<file path="src/rtl/weight_stream_ctrl_pkg.sv">
// weight_stream_ctrl_pkg: shared sizes, FSM state encoding and address-width helper
package weight_stream_ctrl_pkg;
  localparam int KERN_S_N = 16;
  localparam int COEFF_WIDTH = 16;
  localparam int NUM_PASSES_DEF = 4;
  typedef enum logic [1:0] {IDLE = 2'd0, RUN = 2'd1, DRAIN = 2'd2} state_t;
  function automatic int addr_w(input int n);
    return n > 1 ? $clog2(n) : 1;
  endfunction
endpackage

</file>
<file path="src/rtl/weight_skid_buf.sv">
// weight_skid_buf: 2-entry FIFO with push/pop, occupancy count and head data
module weight_skid_buf #(
  parameter int W = 16
) (
  input  logic         clk,
  input  logic         rst,
  input  logic         push,
  input  logic         pop,
  input  logic [W-1:0] din,
  output logic [W-1:0] head,
  output logic [1:0]   count
);
  logic [W-1:0] mem [2];
  logic wp, rp;
  assign head = mem[rp];
  always_ff @(posedge clk) begin
    if (rst) begin
      wp <= 1'b0;
      rp <= 1'b0;
      count <= 2'd0;
    end else begin
      if (push) begin
        mem[wp] <= din;
        wp <= ~wp;
      end
      if (pop) rp <= ~rp;
      count <= count + {1'b0, push} - {1'b0, pop};
    end
  end
  // the caller's credit scheme must keep these impossible
  always_ff @(posedge clk) begin
    if (!rst) begin
      assert (!(push && !pop && count == 2'd2));
      assert (!(pop && count == 2'd0));
    end
  end
endmodule

</file>
<file path="src/rtl/weight_stream_ctrl.sv">
// weight_stream_ctrl: streams the weight ROM NUM_PASSES times into an ap_fifo at 1 coeff/cycle
module weight_stream_ctrl
  import weight_stream_ctrl_pkg::*;
#(
  parameter int MEM_SIZE = KERN_S_N,
  parameter int DATA_WIDTH = COEFF_WIDTH,
  parameter int NUM_PASSES = NUM_PASSES_DEF,
  localparam int AW = addr_w(MEM_SIZE),
  localparam int PW = $clog2(NUM_PASSES + 1)
) (
  input  logic                  ap_clk,
  input  logic                  ap_rst,
  input  logic                  ap_start,
  output logic                  ap_done,
  output logic                  ap_idle,
  output logic                  ap_ready,
  output logic [DATA_WIDTH-1:0] output_V_din,
  input  logic                  output_V_full_n,
  output logic                  output_V_write,
  output logic [AW-1:0]         rom_address,
  output logic                  rom_ce,
  input  logic [DATA_WIDTH-1:0] rom_q
);
  localparam logic [AW-1:0] LAST_A = AW'(MEM_SIZE - 1);
  localparam logic [PW-1:0] LAST_P = PW'(NUM_PASSES - 1);
  state_t state, state_n;
  logic [AW-1:0] addr;
  logic [PW-1:0] pass_cnt;
  logic inflight, issue, pop, last;
  logic [1:0] count;
  logic [2:0] occ;
  assign output_V_write = count != 2'd0;
  assign pop = output_V_write & output_V_full_n;
  // words owed to the buffer: stored plus the read still in the ROM pipeline
  assign occ = {1'b0, count} + {2'b0, inflight};
  assign issue = state == RUN && (occ - {2'b0, pop}) < 3'd2;
  assign last = addr == LAST_A && pass_cnt == LAST_P;
  assign rom_ce = issue;
  assign rom_address = addr;
  assign ap_idle = state == IDLE;
  assign ap_ready = state == IDLE && ap_start;
  assign ap_done = state == DRAIN && pop && count == 2'd1 && !inflight;
  always_comb begin
    state_n = state;
    state_n = ap_ready ? RUN : (issue && last) ? DRAIN : ap_done ? IDLE : state;
  end
  always_ff @(posedge ap_clk) begin
    if (ap_rst) begin
      state <= IDLE;
      addr <= '0;
      pass_cnt <= '0;
      inflight <= 1'b0;
    end else begin
      state <= state_n;
      inflight <= issue;
      if (ap_ready) begin
        addr <= '0;
        pass_cnt <= '0;
      end else if (issue) begin
        addr <= addr == LAST_A ? '0 : addr + AW'(1);
        if (addr == LAST_A) pass_cnt <= pass_cnt + PW'(1);
      end
    end
  end
  weight_skid_buf #(.W(DATA_WIDTH)) u_buf (
    .clk(ap_clk),
    .rst(ap_rst),
    .push(inflight),
    .pop(pop),
    .din(rom_q),
    .head(output_V_din),
    .count(count)
  );
endmodule
</file>
<file path="config.mk">
export PLATFORM = sky130hd
export DESIGN_NAME = weight_stream_ctrl
export DESIGN_NICKNAME = d
export VERILOG_FILES = /design/src/rtl/weight_stream_ctrl_pkg.sv /design/src/rtl/weight_skid_buf.sv /design/src/rtl/weight_stream_ctrl.sv
export SDC_FILE = /design/constraint.sdc
export NUM_CORES = 1
export LEC_CHECK = 0
export ABC_AREA = 0
export BUFFER_PORTS_ARGS = -buffer_cell sky130_fd_sc_hd__clkbuf_2
export CAP_MARGIN = 20
export CORE_MARGIN = 2
export CORE_UTILIZATION = 40
export DETAILED_ROUTE_END_ITERATION = 10
export GPL_TIMING_DRIVEN = 0
export PLACE_DENSITY = 0.73
export SETUP_SLACK_MARGIN = 0.4
export SLEW_MARGIN = 15
export SYNTH_ARGS = -nofsm -noshare
export SYNTH_HDL_FRONTEND = slang
export SYNTH_SLANG_ARGS = --single-unit
</file>
<file path="constraint.sdc">
create_clock -name ap_clk -period 2.1 [get_ports ap_clk]
set_input_delay 0.315 -clock ap_clk [delete_from_list [all_inputs] [get_ports ap_clk]]
set_output_delay 0.315 -clock ap_clk [all_outputs]
set_load 0.05 [all_outputs]
</file>
==> flow_summary.json, run 1 <==
{
  "cts_tree": "done",
  "wl_per_cell_um": 15.9,
  "layout.core_utilization_pct": 63.7,
  "crit_start_category": "flip-flop",
  "final_cell_mix": "sky130_fd_sc_hd__edfxtp_1 (32), sky130_fd_sc_hd__clkbuf_2 (25), sky130_fd_sc_hd__mux2_4 (14)",
  "power.switching_fraction_pct": 24.4,
  "drc": 0,
  "antenna_found_initial": 0,
  "post_route_cells_drive_above_1_share_pct": 50.0,
  "grt_start_max_net_pins": 17,
  "postSynthNetCount": 159,
  "initial_core_util_pct": 42.5,
  "status": "finished with violations",
  "slew_at_the_pin_with_the_worst_max_slew_slack_ns": 0.828,
  "die-area_mm2": 0.00529,
  "globalRoute.totalOverflow": 0,
  "wirelength_mm": 3.95,
  "clock_power_share_pct": 27.9,
  "ir_worst_vdd_mv": 0.335,
  "worstSkewPairLatency_ns": 0.29,
  "design_area_mm2": 0.00283,
  "worstHoldPathCells": 1,
  "clock_slew_at_reported_path_ffs_ns": 0.08,
  "failing_checks": "setup timing",
  "port-buffer-count": 43,
  "r2r_depth": 10,
  "rsz0062_at_grt": "true",
  "final.hold.worst_slack_ns": 0.213,
  "n_antenna_cell": 0,
  "critical-path-max-stage-delay_ns": 0.44,
  "max_cap_violations": 0,
  "cell_internal_pwr_mw": 1.35,
  "timing.hold.worst_endpoint": "u_buf.mem[0][8]",
  "synthesized_area_mm2": 0.00189,
  "synth.largest_area_cell": "sky130_fd_sc_hd__edfxtp_1",
  "synth_area_leaders": "sky130_fd_sc_hd__edfxtp_1 (51%), sky130_fd_sc_hd__dfxtp_1 (16%), sky130_fd_sc_hd__mux2_2 (9.5%)",
  "dpl-instance-area_mm2": 0.00222,
  "post-route-min-period_ns": 2.54,
  "synth.avg_cell_area_um2": 14.1,
  "grt.total_usage_pct": 15.7,
  "route.vias.total": 1295,
  "cts_max_path_buffers": 2,
  "leakage_power_nw": 1.12,
  "detailedRoute.firstPassIterationCount": 4,
  "net-switching-power_mw": 0.436,
  "detail_route.vias_per_cell": 5.22,
  "max_freq_mhz": 394,
  "ios": 45,
  "chain_of_cells_forming_the_critical_path": "inv_2, nand3_2, o21ai_1, ha_2, fa_1, or3b_1, clkbuf_8, nor2_4, buf_8",
  "report.final.hold_viol_count": 0,
  "detail-route-antenna-nets": 0,
  "nNetsFinal": 221,
  "cts_htree_levels": 2,
  "worstPathRequired_ns": 1.78,
  "cts.root.buffer_cell": "sky130_fd_sc_hd__clkbuf_8",
  "reg2reg_setup_slack_ns": -0.36,
  "max_slew_margin_pct": 44.8,
  "cp_data_arrival_time_ns": 2.23,
  "synth.lib_cells_used.distinct": 31,
  "final-setup-viol-count": 10,
  "total_clock_buffers_created_by_cts": 5,
  "end_kind": "output port",
  "die_h_um": 72.7,
  "finClkSkew_ns": 0.00374,
  "area_growth_pct": 50.0,
  "cts_hold_buffers": 0,
  "core_area_mm2": 0.00444,
  "post_synth_inst_count": 134,
  "layout_commonest_cell": "sky130_fd_sc_hd__edfxtp_1",
  "place.gp.congestion": 0.766,
  "fp-row-count": 24,
  "dp_slack_ns": -0.399,
  "first_global_vias": 1315,
  "seq_area_frac_synth_pct": 66.8,
  "min-delay-start": "rom_q[8]",
  "layout.filler_cells": 330,
  "detailedRoute.firstIterationViolations": 75,
  "cts_num_sinks": 47,
  "worstSetupPathType": "reg2out",
  "synthesis_warning_total": 0,
  "worstReg2RegEnd": "rom_address[0]",
  "synth_top_area_share_pct": 50.9,
  "critical_path.n_buffers_inverters": 3,
  "crit_slowest_cell": "sky130_fd_sc_hd__fa_1",
  "min_path_type": "in2reg",
  "critical_path.startpoint": "u_buf.count[0]",
  "wire_length_of_the_first_global_routing_pass_mm": 6.24,
  "reg2reg_launch_point": "u_buf.count[0]",
  "post-route-period-util_pct": 121,
  "pwr-share-comb_pct": 15.3,
  "critPathMaxFanout": 4,
  "number_of_synthesized_register_bits": 47,
  "sequentialPowerShare_pct": 56.8,
  "maxSlewViolCount": 0,
  "die_w_um": 72.7,
  "power.density_mw_per_mm2": 631,
  "cp_top_family": "adder cells",
  "hpwlAfterDp_mm": 2.26,
  "postLayoutSetupSlackWorst_ns": -0.441
}
[Yosys cell counts]
| cell type | number |
|---|---|
| sky130_fd_sc_hd__edfxtp_1 | 32 |
| sky130_fd_sc_hd__mux2_2 | 16 |
| sky130_fd_sc_hd__dfxtp_1 | 15 |
| sky130_fd_sc_hd__nand3_1 | 6 |
| sky130_fd_sc_hd__a21oi_1 | 5 |
| sky130_fd_sc_hd__inv_1 | 5 |
| sky130_fd_sc_hd__nor2_1 | 5 |
| sky130_fd_sc_hd__o21ai_0 | 5 |
| sky130_fd_sc_hd__ha_1 | 4 |
| sky130_fd_sc_hd__nand2_1 | 4 |
| sky130_fd_sc_hd__a31oi_1 | 3 |
| sky130_fd_sc_hd__and3_1 | 3 |
| sky130_fd_sc_hd__clkbuf_1 | 3 |
| sky130_fd_sc_hd__nor3_1 | 3 |
| sky130_fd_sc_hd__mux2i_1 | 2 |
| sky130_fd_sc_hd__nand4_1 | 2 |
| sky130_fd_sc_hd__nor2b_1 | 2 |
| sky130_fd_sc_hd__nor3b_1 | 2 |
| sky130_fd_sc_hd__nor4_1 | 2 |
| sky130_fd_sc_hd__or3_1 | 2 |
| sky130_fd_sc_hd__xnor2_1 | 2 |
| sky130_fd_sc_hd__xor2_1 | 2 |
| sky130_fd_sc_hd__a211oi_1 | 1 |
| sky130_fd_sc_hd__clkbuf_2 | 1 |
| sky130_fd_sc_hd__fa_1 | 1 |
| sky130_fd_sc_hd__nand2b_1 | 1 |
| sky130_fd_sc_hd__o31ai_1 | 1 |
| sky130_fd_sc_hd__o41ai_1 | 1 |
| sky130_fd_sc_hd__or3b_1 | 1 |
| sky130_fd_sc_hd__or3b_2 | 1 |
| sky130_fd_sc_hd__or4_1 | 1 |
[power by group through the flow]
stage	combinational, mW	clock [mW]	sequential (mW)
finish	0.274	0.499	1.01
global route	0.288	0.548	1.02
CTS	0.261	0.511	1.01
detailed placement	0.189	0	1.04
global placement	0.185	0	1.03
floorplan	0.130	0	1.04
[layer usage]
layer / wire [um] / track usage [%]
met3: 224 / 4.14
met5: 0 / 0
met4: 46 / 4.94
met2: 1990 / 28.2
met1: 1690 / 18.3
[timing repair]
action / in CTS / in global routing
endpoints found under the setup margin: 29 / 28
gates cloned: 1 / 0
buffers inserted: 9 / 2
gates resized for setup: 73 / 16
pin swaps: 5 / 5
[sequential cells by signal, indices dropped and copies added (netlist names), named ones only]
name,flops
u_buf.wp,1
u_buf.rp,1
rom_address,4
u_buf.count,2
pass_cnt,3
inflight,1
state,2
u_buf.mem,32
[worst max-delay path by stage]
stage,end,slack [ns],cells past startpoint
final,rom_ce,-0.44,9
after detailed placement,rom_ce,-0.40,8
after CTS,rom_ce,-0.45,9
after global placement,pass_cnt[0],-0.37,9
after floorplan,rom_address[0],-0.18,9
after global routing,rom_ce,-0.54,9
[area by class of cell]
| type | count | area, um^2 | share of cell area [%] |
|---|---|---|---|
| Timing Repair Buffer | 55 | 619 | 21.9 |
| Tap cell | 52 | 65.1 | 2.30 |
| Sequential cell | 47 | 1270 | 44.9 |
| Clock inverter | 2 | 8.76 | 0.309 |
| Inverter | 5 | 21.3 | 0.751 |
| Clock buffer | 5 | 68.8 | 2.43 |
| Buffer | 4 | 57.6 | 2.03 |
| Multi-Input combinational cell | 78 | 719 | 25.4 |
[cell families after synthesis]
logic type	count (synthesis)	synth area share [%]
buffers and inverters	9	1.86
adder cells (fa/ha/maj)	5	3.71
AO/OA/AOI/OAI	16	4.90
flip-flops	47	66.8
AND/OR/NAND/NOR	35	10.3
multiplexers	18	10.6
XOR/XNOR	4	1.86
[stage by stage]
step | TNS (ns) | instances | power (mW)
6_report | -1.81 | 248 | 1.79
5_1_grt | -3.02 | 248 | 1.85
4_1_cts | -2.89 | 246 | 1.79
3_5_place_dp | -2.83 | 229 | 1.22
3_3_place_gp | -2.48 | 229 | 1.22
2_1_floorplan | -0.814 | 134 | 1.17
No activity file was read; power rests on OpenSTA's default activity.
==> inputs of run 2 (changes only) <==
--- a/config.mk
+++ b/config.mk
@@ -10,6 +10,7 @@
 export CAP_MARGIN = 20
 export CORE_MARGIN = 2
 export CORE_UTILIZATION = 40
+export CTS_BUF_LIST = sky130_fd_sc_hd__clkbuf_16
 export DETAILED_ROUTE_END_ITERATION = 10
 export GPL_TIMING_DRIVEN = 0
 export PLACE_DENSITY = 0.73
==> constraint.sdc (replaced) <==
create_clock -name ap_clk -period 2.2 [get_ports ap_clk]
set_input_delay 0.33 -clock ap_clk [delete_from_list [all_inputs] [get_ports ap_clk]]
set_output_delay 0.33 -clock ap_clk [all_outputs]
set_load 0.05 [all_outputs]
==> run 2 against run 1 <==
The flow still finishes with violations (setup timing). Global-route usage down 1.8 points. Via count fell by 1.6%. Sequential share of layout area increased by 4.8 points. Clock skew is essentially flat. Cell count is 1.2% lower. Hold slack better by 0.022 ns. Power up 5.7%. Utilization is 6.5 points lower. Sequential cell count did not move.
==> flow_summary.json, run 2 (same netlist as run 1, synthesis figures left out) <==
{
  "crit_start_category": "flip-flop",
  "post-layout-total-power_mw": 1.89,
  "power.density_mw_per_mm2": 743,
  "detailedRoute.firstIterationViolations": 46,
  "layout_commonest_cell": "sky130_fd_sc_hd__edfxtp_1",
  "total_clock_buffers_created_by_cts": 5,
  "wire_length_of_the_first_global_routing_pass_mm": 5.53,
  "wl_per_cell_um": 14.3,
  "die-area_mm2": 0.00529,
  "hpwlAfterDp_mm": 2.32,
  "layout.core_utilization_pct": 57.3,
  "place.gp.congestion": 0.781,
  "report.final.hold_viol_count": 0,
  "reg2reg_setup_slack_ns": -0.27,
  "chain_of_cells_forming_the_critical_path": "inv_2, nand3_2, o21ai_1, ha_2, fa_1, or3b_1, clkbuf_8, nor2_4, buf_8",
  "largest_register_ffs": 32,
  "area_growth_pct": 34.8,
  "cts_max_path_buffers": 2,
  "cts_htree_levels": 2,
  "rsz0062_at_grt": "true",
  "drc": 0,
  "critical-path-max-stage-delay_ns": 0.43,
  "end_kind": "output port",
  "crit_slowest_cell": "sky130_fd_sc_hd__fa_1",
  "cts_tree": "done",
  "worstSkewPairLatency_ns": 0.28,
  "n_antenna_cell": 0,
  "fp-row-count": 24,
  "first_global_vias": 1250,
  "initial_core_util_pct": 42.5,
  "worstSetupPathType": "reg2out",
  "min_path_type": "in2reg",
  "grt.total_usage_pct": 14.0,
  "grt_start_max_net_pins": 17,
  "post-route-min-period_ns": 2.56,
  "maxSlewViolCount": 0,
  "tns_ns": -1.37,
  "detailedRoute.firstPassIterationCount": 4,
  "final.hold.worst_slack_ns": 0.235,
  "slew_at_the_pin_with_the_worst_max_slew_slack_ns": 0.814,
  "post-route-period-util_pct": 116,
  "cp_top_family": "adder cells",
  "die_w_um": 72.7,
  "max_flop_register": "u_buf.mem",
  "clock_slew_at_reported_path_ffs_ns": 0.06,
  "globalRoute.totalOverflow": 0,
  "final_cell_mix": "sky130_fd_sc_hd__edfxtp_1 (32), sky130_fd_sc_hd__clkbuf_2 (30), sky130_fd_sc_hd__mux2_2 (16)",
  "critical_path.n_buffers_inverters": 3,
  "max_freq_mhz": 391,
  "cts_num_sinks": 47,
  "status": "finished with violations",
  "max_cap_violations": 0,
  "die_h_um": 72.7,
  "port-buffer-count": 43,
  "max_slew_margin_pct": 45.7,
  "detail_route.vias_per_cell": 5.20,
  "critPathMaxFanout": 4,
  "cts.root.buffer_cell": "sky130_fd_sc_hd__clkbuf_16",
  "postLayoutSetupSlackWorst_ns": -0.356,
  "final-setup-viol-count": 8,
  "failing_checks": "setup timing",
  "ios": 45,
  "wirelength_mm": 3.51,
  "post_route_cells_drive_above_1_share_pct": 46.6,
  "route.vias.total": 1274,
  "cts_hold_buffers": 0,
  "worstPathRequired_ns": 1.87,
  "nNetsFinal": 217,
  "antenna_found_initial": 0,
  "finClkSkew_ns": 0.00409,
  "core_area_mm2": 0.00444,
  "ir_worst_vdd_mv": 0.414,
  "cp_data_arrival_time_ns": 2.23,
  "detail-route-antenna-nets": 0,
  "leakage_power_nw": 0.980
}
==> run 2: final cells by class <==
type / count / area (um^2)
clock inverter: 3 / 15.0
tap: 52 / 65.1
inverter: 5 / 18.8
clock buffer: 5 / 125
multi-input combinational: 78 / 654
timing repair buffer: 51 / 344
buffer: 4 / 56.3
sequential: 47 / 1270
fill: 371 / 1900
==> run 2: final timing paths <==
| kind | end | cells after the start | start |
|---|---|---|---|
| max reg2reg | rom_address[0] | 10 | u_buf.count[0] |
| max | rom_ce | 9 | u_buf.count[0] |
| min | u_buf.mem[1][11] | 1 | rom_q[11] |
| min reg2reg | pass_cnt[1] | 2 | pass_cnt[1] |
==> run 2: per-layer routing <==
metal,GRT usage [%],wire (um)
met5,0,0
met3,3.73,180
met1,15.6,1530
met4,6.17,46
met2,24.8,1750
==> run 2: where the power goes <==
part	leakage [nW]	total [mW]	switching (mW)	internal [mW]
Clock	0.0649	0.708	0.295	0.412
Sequential	0.411	0.970	0.0117	0.958
Combinational	0.504	0.213	0.131	0.0825
==> run 2: per-stage QoR <==
stage / instances / instance area [um^2] / setup slack (ns)
floorplan: 134 / 1930 / -0.0854
global placement: 229 / 2210 / -0.295
detailed placement: 229 / 2210 / -0.320
CTS: 244 / 2500 / -0.342
global route: 245 / 2540 / -0.431
finish: 245 / 2540 / -0.356
==> run 2: timing repair <==
action | 4_1_cts | 5_1_grt
pin swaps | 4 | 4
resized for setup | 25 | 21
endpoints found under the setup margin | 28 | 23
setup buffers | 7 | 1
==> inputs of run 3 (changes only) <==
--- a/config.mk
+++ b/config.mk
@@ -14,7 +14,6 @@
 export DETAILED_ROUTE_END_ITERATION = 10
 export GPL_TIMING_DRIVEN = 0
 export PLACE_DENSITY = 0.73
-export SETUP_SLACK_MARGIN = 0.4
 export SLEW_MARGIN = 15
 export SYNTH_ARGS = -nofsm -noshare
 export SYNTH_HDL_FRONTEND = slang
==> run 3 against run 2 <==
The flow still finishes with violations (setup timing). Sequential cell count is the same. Register-to-register slack gained 0.08 ns. Count of clock-buffer cells in the layout stayed put. Critical endpoint unchanged. Largest cell class unchanged. Largest power group unchanged.
==> flow_summary.json, run 3 (same netlist as run 1, synthesis figures left out) <==
{
  "place.gp.congestion": 0.833,
  "layoutNonFillerInstCount": 246,
  "grt.total_usage_pct": 13.3,
  "critical-path-max-stage-delay_ns": 0.44,
  "layout.core_utilization_pct": 55.7,
  "cts_htree_levels": 2,
  "drc": 0,
  "post-route-period-util_pct": 113,
  "n_antenna_cell": 0,
  "port-buffer-count": 43,
  "status": "finished with violations",
  "wirelength_mm": 3.35,
  "initial_core_util_pct": 42.5,
  "core_area_mm2": 0.00444,
  "wl_per_cell_um": 13.6,
  "critPathMaxFanout": 4,
  "clock_slew_at_reported_path_ffs_ns": 0.06,
  "cts_max_path_buffers": 2,
  "fp-row-count": 24,
  "crit_slowest_cell": "sky130_fd_sc_hd__fa_1",
  "final_cell_mix": "sky130_fd_sc_hd__clkbuf_2 (43), sky130_fd_sc_hd__edfxtp_1 (32), sky130_fd_sc_hd__mux2_2 (16)",
  "detailedRoute.firstPassIterationCount": 5,
  "cts_hold_buffers": 0,
  "report.final.hold_viol_count": 0,
  "maxSlewViolCount": 0,
  "layout_commonest_cell": "sky130_fd_sc_hd__clkbuf_2",
  "cts_tree": "done",
  "max_cap_violations": 0,
  "route.vias.total": 1255,
  "worstSetupPathType": "reg2out",
  "chain_of_cells_forming_the_critical_path": "inv_2, nand3_2, o21ai_1, ha_2, fa_1, or3b_4, nor2_4, buf_8",
  "wl_met3_um": 177,
  "min_path_type": "in2reg",
  "nNetsFinal": 218,
  "max_flop_register": "u_buf.mem",
  "detail-route-antenna-nets": 0,
  "worstSkewPairLatency_ns": 0.28,
  "ir_worst_vdd_mv": 0.328,
  "crit_start_category": "flip-flop",
  "hpwlAfterDp_mm": 2.31,
  "grt_start_max_net_pins": 17,
  "max_slew_margin_pct": 47.7,
  "wire_length_of_the_first_global_routing_pass_mm": 5.44,
  "dr.max_layer_used": "met4",
  "critical_path.n_buffers_inverters": 2,
  "cts_num_sinks": 47,
  "cp_top_family": "adder cells",
  "leakage_power_nw": 0.978,
  "cts.root.buffer_cell": "sky130_fd_sc_hd__clkbuf_16",
  "power.density_mw_per_mm2": 805,
  "globalRoute.totalOverflow": 0,
  "die_w_um": 72.7,
  "failing_checks": "setup timing",
  "final.hold.worst_slack_ns": 0.238,
  "wl_met1_mm": 1.61,
  "largest_register_ffs": 32,
  "total_clock_buffers_created_by_cts": 5,
  "tns_ns": -0.914,
  "post_route_cells_drive_above_1_share_pct": 47.4,
  "postLayoutSetupSlackWorst_ns": -0.296,
  "antenna_found_initial": 0,
  "die-area_mm2": 0.00529,
  "slew_at_the_pin_with_the_worst_max_slew_slack_ns": 0.784,
  "cp_data_arrival_time_ns": 2.17,
  "area_growth_pct": 31.2,
  "dpl-instance-area_mm2": 0.00222,
  "finClkSkew_ns": 0.00364,
  "design_area_mm2": 0.00248,
  "worstPathRequired_ns": 1.87,
  "rsz0062_at_grt": "true",
  "ios": 45,
  "detail_route.vias_per_cell": 5.10,
  "end_kind": "output port",
  "die_h_um": 72.7,
  "final-setup-viol-count": 7,
  "placed_cells": 230,
  "detailedRoute.firstIterationViolations": 57,
  "post-route-min-period_ns": 2.50,
  "first_global_vias": 1188,
  "max_freq_mhz": 401,
  "wl_met2_mm": 1.55
}
[run 3: cell types whose count changed in the layout (fill, tap and decap cells not counted), sizes merged]
cell / change
clkinvlp: -1
clkbuf: +9
bufinv: +1
buf: -8
[run 3: timing repair]
| action | 4_1_cts | 5_1_grt |
|---|---|---|
| setup endpoints to repair | 20 | 10 |
| pin swaps | 4 | 2 |
| setup buffers | 7 | 3 |
| gates resized for setup | 4 | 4 |
[run 3: report_power, final]
| group | total, mW | switching (mW) | internal (mW) |
|---|---|---|---|
| combinational | 0.190 | 0.124 | 0.0663 |
| sequential | 0.970 | 0.0122 | 0.958 |
| clock | 0.834 | 0.299 | 0.535 |
[run 3: area by class of cell]
type,count,area (um^2)
timing repair buffer,54,312
tap,52,65.1
inverter,5,18.8
buffer,2,8.76
sequential,47,1270
multi-input combinational,78,638
clock inverter,3,43.8
fill,389,1970
clock buffer,5,125
[run 3: per-stage QoR]
step                worst slack [ns]  power (mW)
detailed placement            -0.322        1.17
floorplan                    -0.0855        1.11
global route                  -0.369        2.06
finish                        -0.296        1.99
global placement              -0.731        1.16
CTS                           -0.367        2.02
[run 3: final timing paths]
kind,start,endpoint,slack [ns],cells past startpoint
max,u_buf.count[0],rom_ce,-0.30,8
max reg2reg,u_buf.count[0],rom_address[0],-0.19,9
min,rom_q[4],u_buf.mem[0][4],0.24,1
min reg2reg,pass_cnt[1],pass_cnt[1],0.48,2
[run 3: metal layers]
layer,vias to the layer above,GRT usage (%)
met1,597,17.0
met5,-,0
met4,0,5.56
met2,36,21.6
met3,2,3.31
li1,620,-
[run 3: worst register-to-register path: stages, from the launching register on]
cell	delay (ns)
sky130_fd_sc_hd__dfxtp_2	0.32
sky130_fd_sc_hd__inv_2	0.08
sky130_fd_sc_hd__nand3_2	0.07
sky130_fd_sc_hd__o21ai_1	0.09
sky130_fd_sc_hd__ha_2	0.20
sky130_fd_sc_hd__fa_1	0.44
sky130_fd_sc_hd__or3b_4	0.44
sky130_fd_sc_hd__buf_4	0.17
sky130_fd_sc_hd__or4_1	0.39
sky130_fd_sc_hd__a21oi_1	0.12
